`src/rtl/fetch_queue.sv`:
```
// rtl/fetch_queue.sv - instruction fetch stage with small return queue feeding the R stage
//
// Issues one read per cycle to a 1-cycle-latency instruction memory. Returned
// words either bypass into the R-stage registers or wait in a circular FIFO
// while the R stage is stalled. A redirect flushes R, the queue and any
// in-flight return, then restarts fetch at the target.
//
// Ports:
//   clk, reset          clock, asynchronous active-high reset
//   ImemEn, ImemAdr     memory read issue and address (PC_F)
//   ImemRdata           word for the address issued the previous cycle
//   StallIR             hold the R-stage registers
//   Redirect, RedirectPC control-flow redirect and its target (bits [1:0] forced to 0)
//   Instr_R, PC_R, Valid_R  R-stage instruction, its PC, and valid flag
//   FetchStallCnt, RedirectCnt  performance counters
//
// Configuration: define FETCH_PERF_COUNT_EN to build the performance counters;
// without it both counter outputs are constant 0.

`ifndef WORD_SIZE
`define WORD_SIZE 32
`endif

module fetch_queue #(
    parameter int                    DEPTH        = 2,
    parameter logic [`WORD_SIZE-1:0] RESET_VECTOR = '0
) (
    input  logic                  clk,
    input  logic                  reset,
    output logic                  ImemEn,
    output logic [`WORD_SIZE-1:0] ImemAdr,
    input  logic [31:0]           ImemRdata,
    input  logic                  StallIR,
    input  logic                  Redirect,
    input  logic [`WORD_SIZE-1:0] RedirectPC,
    output logic [31:0]           Instr_R,
    output logic [`WORD_SIZE-1:0] PC_R,
    output logic                  Valid_R,
    output logic [31:0]           FetchStallCnt,
    output logic [31:0]           RedirectCnt
);

    localparam int          W   = `WORD_SIZE;
    localparam int          CW  = $clog2(DEPTH + 1);
    localparam int          PW  = (DEPTH > 1) ? $clog2(DEPTH) : 1;
    localparam logic [31:0] NOP = 32'h0000_0013;

    logic [W-1:0]  pc_f_q, pc_f_d;
    logic [W-1:0]  pc_prev_q, pc_prev_d;
    logic          in_flight_q, in_flight_d;
    logic [PW-1:0] rd_ptr_q, rd_ptr_d;
    logic [PW-1:0] wr_ptr_q, wr_ptr_d;
    logic [CW-1:0] count_q, count_d;
    logic [31:0]   instr_r_q, instr_r_d;
    logic [W-1:0]  pc_r_q, pc_r_d;
    logic          valid_r_q, valid_r_d;

    logic [31:0]   q_instr_q [DEPTH];
    logic [W-1:0]  q_pc_q [DEPTH];

    logic          push;
    logic          pop;
    logic [CW:0]   occupancy;
    logic          unused_redirect_lsbs;

    assign unused_redirect_lsbs = &{1'b0, RedirectPC[1:0]};

    function automatic logic [PW-1:0] ptr_inc(input logic [PW-1:0] p);
        return (p == PW'(DEPTH - 1)) ? '0 : p + 1'b1;
    endfunction

    // Queued entries plus the in-flight word must fit in the queue, so a
    // stalled R stage can always absorb the next return without overflow.
    assign occupancy = {1'b0, count_q} + {{CW{1'b0}}, in_flight_q};
    assign ImemEn    = !reset && !Redirect && (occupancy < (CW + 1)'(DEPTH));
    assign ImemAdr   = pc_f_q;

    assign Instr_R = instr_r_q;
    assign PC_R    = pc_r_q;
    assign Valid_R = valid_r_q;

    always_comb begin
        pc_f_d      = pc_f_q;
        pc_prev_d   = pc_prev_q;
        in_flight_d = 1'b0;
        rd_ptr_d    = rd_ptr_q;
        wr_ptr_d    = wr_ptr_q;
        count_d     = count_q;
        instr_r_d   = instr_r_q;
        pc_r_d      = pc_r_q;
        valid_r_d   = valid_r_q;
        push        = 1'b0;
        pop         = 1'b0;

        if (Redirect) begin
            // Flush everything on the wrong path, including this cycle's return.
            valid_r_d = 1'b0;
            instr_r_d = NOP;
            rd_ptr_d  = '0;
            wr_ptr_d  = '0;
            count_d   = '0;
            pc_f_d    = {RedirectPC[W-1:2], 2'b00};
        end else begin
            if (StallIR) begin
                push = in_flight_q;
            end else if (count_q != '0) begin
                pop       = 1'b1;
                push      = in_flight_q;
                instr_r_d = q_instr_q[rd_ptr_q];
                pc_r_d    = q_pc_q[rd_ptr_q];
                valid_r_d = 1'b1;
            end else if (in_flight_q) begin
                instr_r_d = ImemRdata;
                pc_r_d    = pc_prev_q;
                valid_r_d = 1'b1;
            end else begin
                instr_r_d = NOP;
                valid_r_d = 1'b0;
            end

            if (push) wr_ptr_d = ptr_inc(wr_ptr_q);
            if (pop)  rd_ptr_d = ptr_inc(rd_ptr_q);
            if (push && !pop)      count_d = count_q + 1'b1;
            else if (!push && pop) count_d = count_q - 1'b1;

            if (ImemEn) begin
                pc_f_d      = pc_f_q + W'(4);
                pc_prev_d   = pc_f_q;
                in_flight_d = 1'b1;
            end
        end
    end

    always_ff @(posedge clk or posedge reset) begin
        if (reset) begin
            pc_f_q      <= RESET_VECTOR;
            pc_prev_q   <= '0;
            in_flight_q <= 1'b0;
            rd_ptr_q    <= '0;
            wr_ptr_q    <= '0;
            count_q     <= '0;
            instr_r_q   <= NOP;
            pc_r_q      <= '0;
            valid_r_q   <= 1'b0;
        end else begin
            pc_f_q      <= pc_f_d;
            pc_prev_q   <= pc_prev_d;
            in_flight_q <= in_flight_d;
            rd_ptr_q    <= rd_ptr_d;
            wr_ptr_q    <= wr_ptr_d;
            count_q     <= count_d;
            instr_r_q   <= instr_r_d;
            pc_r_q      <= pc_r_d;
            valid_r_q   <= valid_r_d;
        end
    end

    // Queue storage needs no reset: entries are only read when count_q says so.
    always_ff @(posedge clk) begin
        if (push) begin
            q_instr_q[wr_ptr_q] <= ImemRdata;
            q_pc_q[wr_ptr_q]    <= pc_prev_q;
        end
    end

    always_ff @(posedge clk) begin
        if (!reset && push && !pop) begin
            assert (count_q != CW'(DEPTH));
        end
    end

`ifdef FETCH_PERF_COUNT_EN
    logic [31:0] fetch_stall_cnt_q, fetch_stall_cnt_d;
    logic [31:0] redirect_cnt_q, redirect_cnt_d;

    always_comb begin
        fetch_stall_cnt_d = fetch_stall_cnt_q + {31'd0, !valid_r_q};
        redirect_cnt_d    = redirect_cnt_q + {31'd0, Redirect};
    end

    always_ff @(posedge clk or posedge reset) begin
        if (reset) begin
            fetch_stall_cnt_q <= '0;
            redirect_cnt_q    <= '0;
        end else begin
            fetch_stall_cnt_q <= fetch_stall_cnt_d;
            redirect_cnt_q    <= redirect_cnt_d;
        end
    end

    assign FetchStallCnt = fetch_stall_cnt_q;
    assign RedirectCnt   = redirect_cnt_q;
`else
    assign FetchStallCnt = '0;
    assign RedirectCnt   = '0;
`endif

endmodule
```
`config.mk`:
```
export PLATFORM = sky130hd
export DESIGN_NAME = fetch_queue
export DESIGN_NICKNAME = d
export VERILOG_FILES = /design/src/rtl/fetch_queue.sv
export SDC_FILE = /design/constraint.sdc
export NUM_CORES = 1
export LEC_CHECK = 0
export ABC_AREA = 1
export CORE_ASPECT_RATIO = 1.4
export CORE_MARGIN = 5
export CORE_UTILIZATION = 53
export CTS_BUF_LIST = sky130_fd_sc_hd__clkbuf_4 sky130_fd_sc_hd__clkbuf_8
export CTS_CLUSTER_DIAMETER = 80
export DETAILED_ROUTE_END_ITERATION = 8
export PLACE_DENSITY = 0.94
export SLEW_MARGIN = 0
export SYNTH_ARGS = -nofsm -noshare
export SYNTH_HDL_FRONTEND = slang
export SYNTH_SLANG_ARGS = --single-unit
```
`constraint.sdc`:
```
create_clock -name clk -period 7.66 [get_ports clk]
set_input_delay 1.532 -clock clk [delete_from_list [all_inputs] [get_ports clk]]
set_output_delay 1.532 -clock clk [all_outputs]
set_load 0.02 [all_outputs]
```
After elaboration in Yosys (flattened, before gate mapping):

Memories as Yosys holds them, arrays and structs flattened.
Cells that the tools add are included.

* add/sub/neg operators: 6
* bitwise logic cells: 2
* equal/unequal tests: 1
* reduce and logical (&&, ||, !) cells: 16
* muxes and demuxes: 32
* order comparisons: 1

Operators with widths (count)
* 2-to-1 mux 32 bit: 8
* adder 32 x 3 -> 32 bit (second input constant): 1
* 2-to-1 mux 1 bit: 21
* nonzero test 2 bit: 5
* 2-to-1 mux 2 bit: 3
* logical AND 1 bit: 4
* zero test 1 bit: 4
* adder 2 x 1 -> 3 bit: 1
* less-than comparator 3 x 2 -> 1 bit (second input constant): 1
* AND reduction 3 bit: 1
* nonzero test 3 bit: 1
* adder 1 bit (second input constant): 2
* adder 2 x 1 -> 2 bit (second input constant): 1
* inequality test 2 x 1 -> 1 bit (second input constant): 1
* NOT 1 bit: 2
* AND reduction 2 bit: 1
* subtractor 2 x 1 -> 2 bit (second input constant): 1

* memory bits (writable): 128
* register bits after elaboration: 134
* input port bits: 68
* memories kept: 2

Memory list
* q_instr_q: depth 2, width 32, read ports 1, clocked after memory_dff 0, wr ports 1, RTL line 58 `logic [31:0] q_instr_q [DEPTH];`
* q_pc_q: depth 2, width 32, read ports 1, clocked after memory_dff 0, wr ports 1, RTL line 59 `logic [W-1:0] q_pc_q [DEPTH];`

Depth between registers and ports, before layout:

* depth in word-level cells: 9
* gate-level depth with buffers: 8
* mapped depth without buffers: 8

Least setup slack after synthesis:

Ideal clock, no wire load.

* kind: in2out
* from: input reset
* to: output ImemEn
* arrival time: 5180 ps
* slack: 948 ps
* cell stages on the path: 5
* buffers on the path: 2
* path through: inv_1 -> nand4_4 -> buf_4 -> buf_2 -> inv_1

* word-level cells in the longest chain between the ends: 3

Ends and longest elaborated chain
* start: declaration: RTL line 29 `input logic reset,`
* zero test 1 bit
* logical AND 1 bit (2 in series): RTL line 75 `assign ImemEn = !reset && !Redirect && (occupancy < (CW + 1)'(DEPTH));`
* end: declaration: RTL line 30 `output logic ImemEn,`

Every way passes these cells.

Final worst setup path:

* from: input Redirect
* to: output ImemEn

* word-level cells in the longest chain between the ends: 3

Ends and longest elaborated chain
* start: declaration: RTL line 34 `input logic Redirect,`
* zero test 1 bit: RTL line 75
* logical AND 1 bit (2 in series): RTL line 75

Every way passes these cells.

==> summary.txt <==
Status: finished clean
Vias in the first global route: 8584
Mapped cell area: 11200 um^2
Fin area: 13400 um^2
Post-synthesis simple-gate area fraction: 19.4%
Slowest CP cell: clkdlybuf4s50_1
Compound-cell area share of the yosys netlist: 9.40%
CTS tree: built
Non-filler cells, final: 1560
Reg2reg setup slack: 4830 ps
Initial antenna violation count: 0
Top-area cell type share of the netlist area: 33.3%
Avg Cell Area, Syn: 9.98 um^2
Via density: 5.43
Synth Instances: 1121
Slowest stage delay, CP: 600 ps
Post-synth top area cell: edfxtp_1
Tmin final: 5140 ps
Clock Tree Buf Depth: 3
Final WL: 27.2 mm
Worst slack at placement: 2510 ps
Post-route DRC: 0
CTS root buf: clkbuf_8
Clk_lat worst skew: 510 ps
Final Max Slew Viols: 0
Setup TNS: 0 ps
Slew HR: 21.6%
Worst Setup End Kind: primary output
Max-cap check violation count: 0
Wire per inst: 17.4 um
Crit Path Category: input pin to primary output
Register area share after synthesis: 61.9%
Area of the core: 21000 um^2
First-pass GRT wire length: 43.6 mm
Drt pass-1 iters: 7
Gr usage total: 22.1%
P per Cell Area: 305 nW/um^2
Post-synthesis xor/xnor area fraction: 0.548%
Worst path arrival time: 3610 ps
Synth-to-layout area growth: 19.9%
Largest family of logic cells by synthesized area: simple AND/OR/NAND/NOR gates
Share of cells above drive strength 1: 8.00%
Unrepaired setup endpoints after global routing: no
Number of synthesized flops with an enable pin: 124
Post-DP Area: 12700 um^2
Setup WS post-layout: 2520 ps
Most Frequent Cell on Critical Path: clkdlybuf4s50_1
GP Congestion: 0.914
Mux contribution to synthesized area: 0%
Post-CTS Setup Inserts: 0
Full die area: 24200 um^2
Buf+Inv Stages, Crit Path: 5
Hold_ws: 491 ps
Grt total ovfl: 0
Clk_skew: 20.2 ps
Yosys cell types: 42
Clock Sinks: 252
Total CTS buffers: 36
Most numerous cell in the Yosys netlist: nand2_1
CTS H-Tree Depth: 2
CP startpoint kind: input pin
# hold bufs at CTS: 0
Synthesis Warnings: 0
Largest net degree at the start of global routing: 72
Post-cts sizing count: 0
PortBufs: 159
Initial drt markers: 580
Vias: 8468
Initial core utilization: 53.4%
Top cells by area, synth: edfxtp_1, dfrtp_1, nand2_1
Tightest Pin Transition: 1170 ps
Top_reg_cell synth: dfrtp_1
Rows: 63
Final core occ: 64.0%
Total Nets Final: 1341
CP top delay family: buffers and inverters
Worst VDD drop: 0.125 mV
Post-synth ARST share: 50.8%
I/O pins: 230
Leakage: 5.47 nW
Power Total: 4.09 mW
Hold/Removal Path Class: register to register
Tcrit/Tclk final: 67.1%
Die X: 133 um
DP Cell Count: 1494
Antenna violation net count after detailed routing: 0
F_max: 195 MHz
Detailed Place HPWL: 18.3 mm
DIE HEIGHT: 182 um
Clk slew on worst S/H paths: 60 ps
Critical path peak fanout: 36
Synth Area in Adders: 0.112%
Most frequent cells after synthesis: nand2_1, dfrtp_1, edfxtp_1
WP data required: 6130 ps
Count of final setup violators: 0
Number of synthesized register bits: 252
Final Hold Fails: 0
CP cell instances: clkdlybuf4s50_1 -> buf_4 -> inv_2 -> nand4_4 -> inv_1 -> clkdlybuf4s50_1
Antenna diodes: 0
## cell families after synthesis
family	count (synthesis)
xor+xnor	7
other cells	1
simple gates	502
buf+inv	172
flops	252
compound gates	186
fa+ha+maj	1
## state kept, by name, indices dropped and copies added, names as in the netlist
register	flops
q_pc_q	60
in_flight_q	1
Valid_R	1
Instr_R	32
q_instr_q	64
count_q	2
wr_ptr_q	1
rd_ptr_q	1
PC_R	30
ImemAdr	30
pc_prev_q	30
## final cells by class
class                      instances  area, um^2
multi-input combinational        764        3560
timing repair buffer             167        1650
fill                            1589        7550
clock buffer                      55         669
clock inverter                    11        81.3
sequential                       252        6930
tap                              260         325
inverter                          51         196
## power by group
part	internal [mW]	switching (mW)	leakage, nW	total (mW)
clock network	0.595	0.479	0.398	1.07
registers	1.70	0.202	2.72	1.91
logic	0.428	0.684	2.35	1.11
## per-layer routing
| layer | share of wire, % | vias to the layer above | GRT usage (%) | wire (um) |
|---|---|---|---|---|
| li1 | - | 3968 | - | - |
| met1 | 38 | 4078 | 26.3 | 10300 |
| met2 | 52 | 356 | 39.9 | 14200 |
| met3 | 6.6 | 66 | 3.19 | 1780 |
| met4 | 3.1 | 0 | 9.48 | 834 |
| met5 | 0 | - | 0 | 0 |
## path summary, 6_finish.rpt
kind,depth (start not counted),startpoint,to
min in group asynchronous,2,reset,Instr_R[17]
worst min register to register,2,Instr_R[12],Instr_R[12]
worst min-delay path,2,Instr_R[12],Instr_R[12]
max in group asynchronous,3,reset,rd_ptr_q
worst max-delay path,6,Redirect,ImemEn
worst max register to register,7,count_q[0],PC_R[21]
## worst min-delay path, stage by stage (launching register included)
cell	delay [ps]
dfrtp_1	340
nand2_1	50
o21ai_1	60
## placed cells by master, fill, tap and decap left out, types with 42 or more instances in the layout
cell type,n
a21oi_1,76
clkdlybuf4s50_1,159
o21ai_1,42
dfrtp_1,124
nand2_1,266
edfxtp_1,124
inv_1,45
nand3_1,67
nor2_1,120
conb_1,68
(Power assumes the default switching activity.)
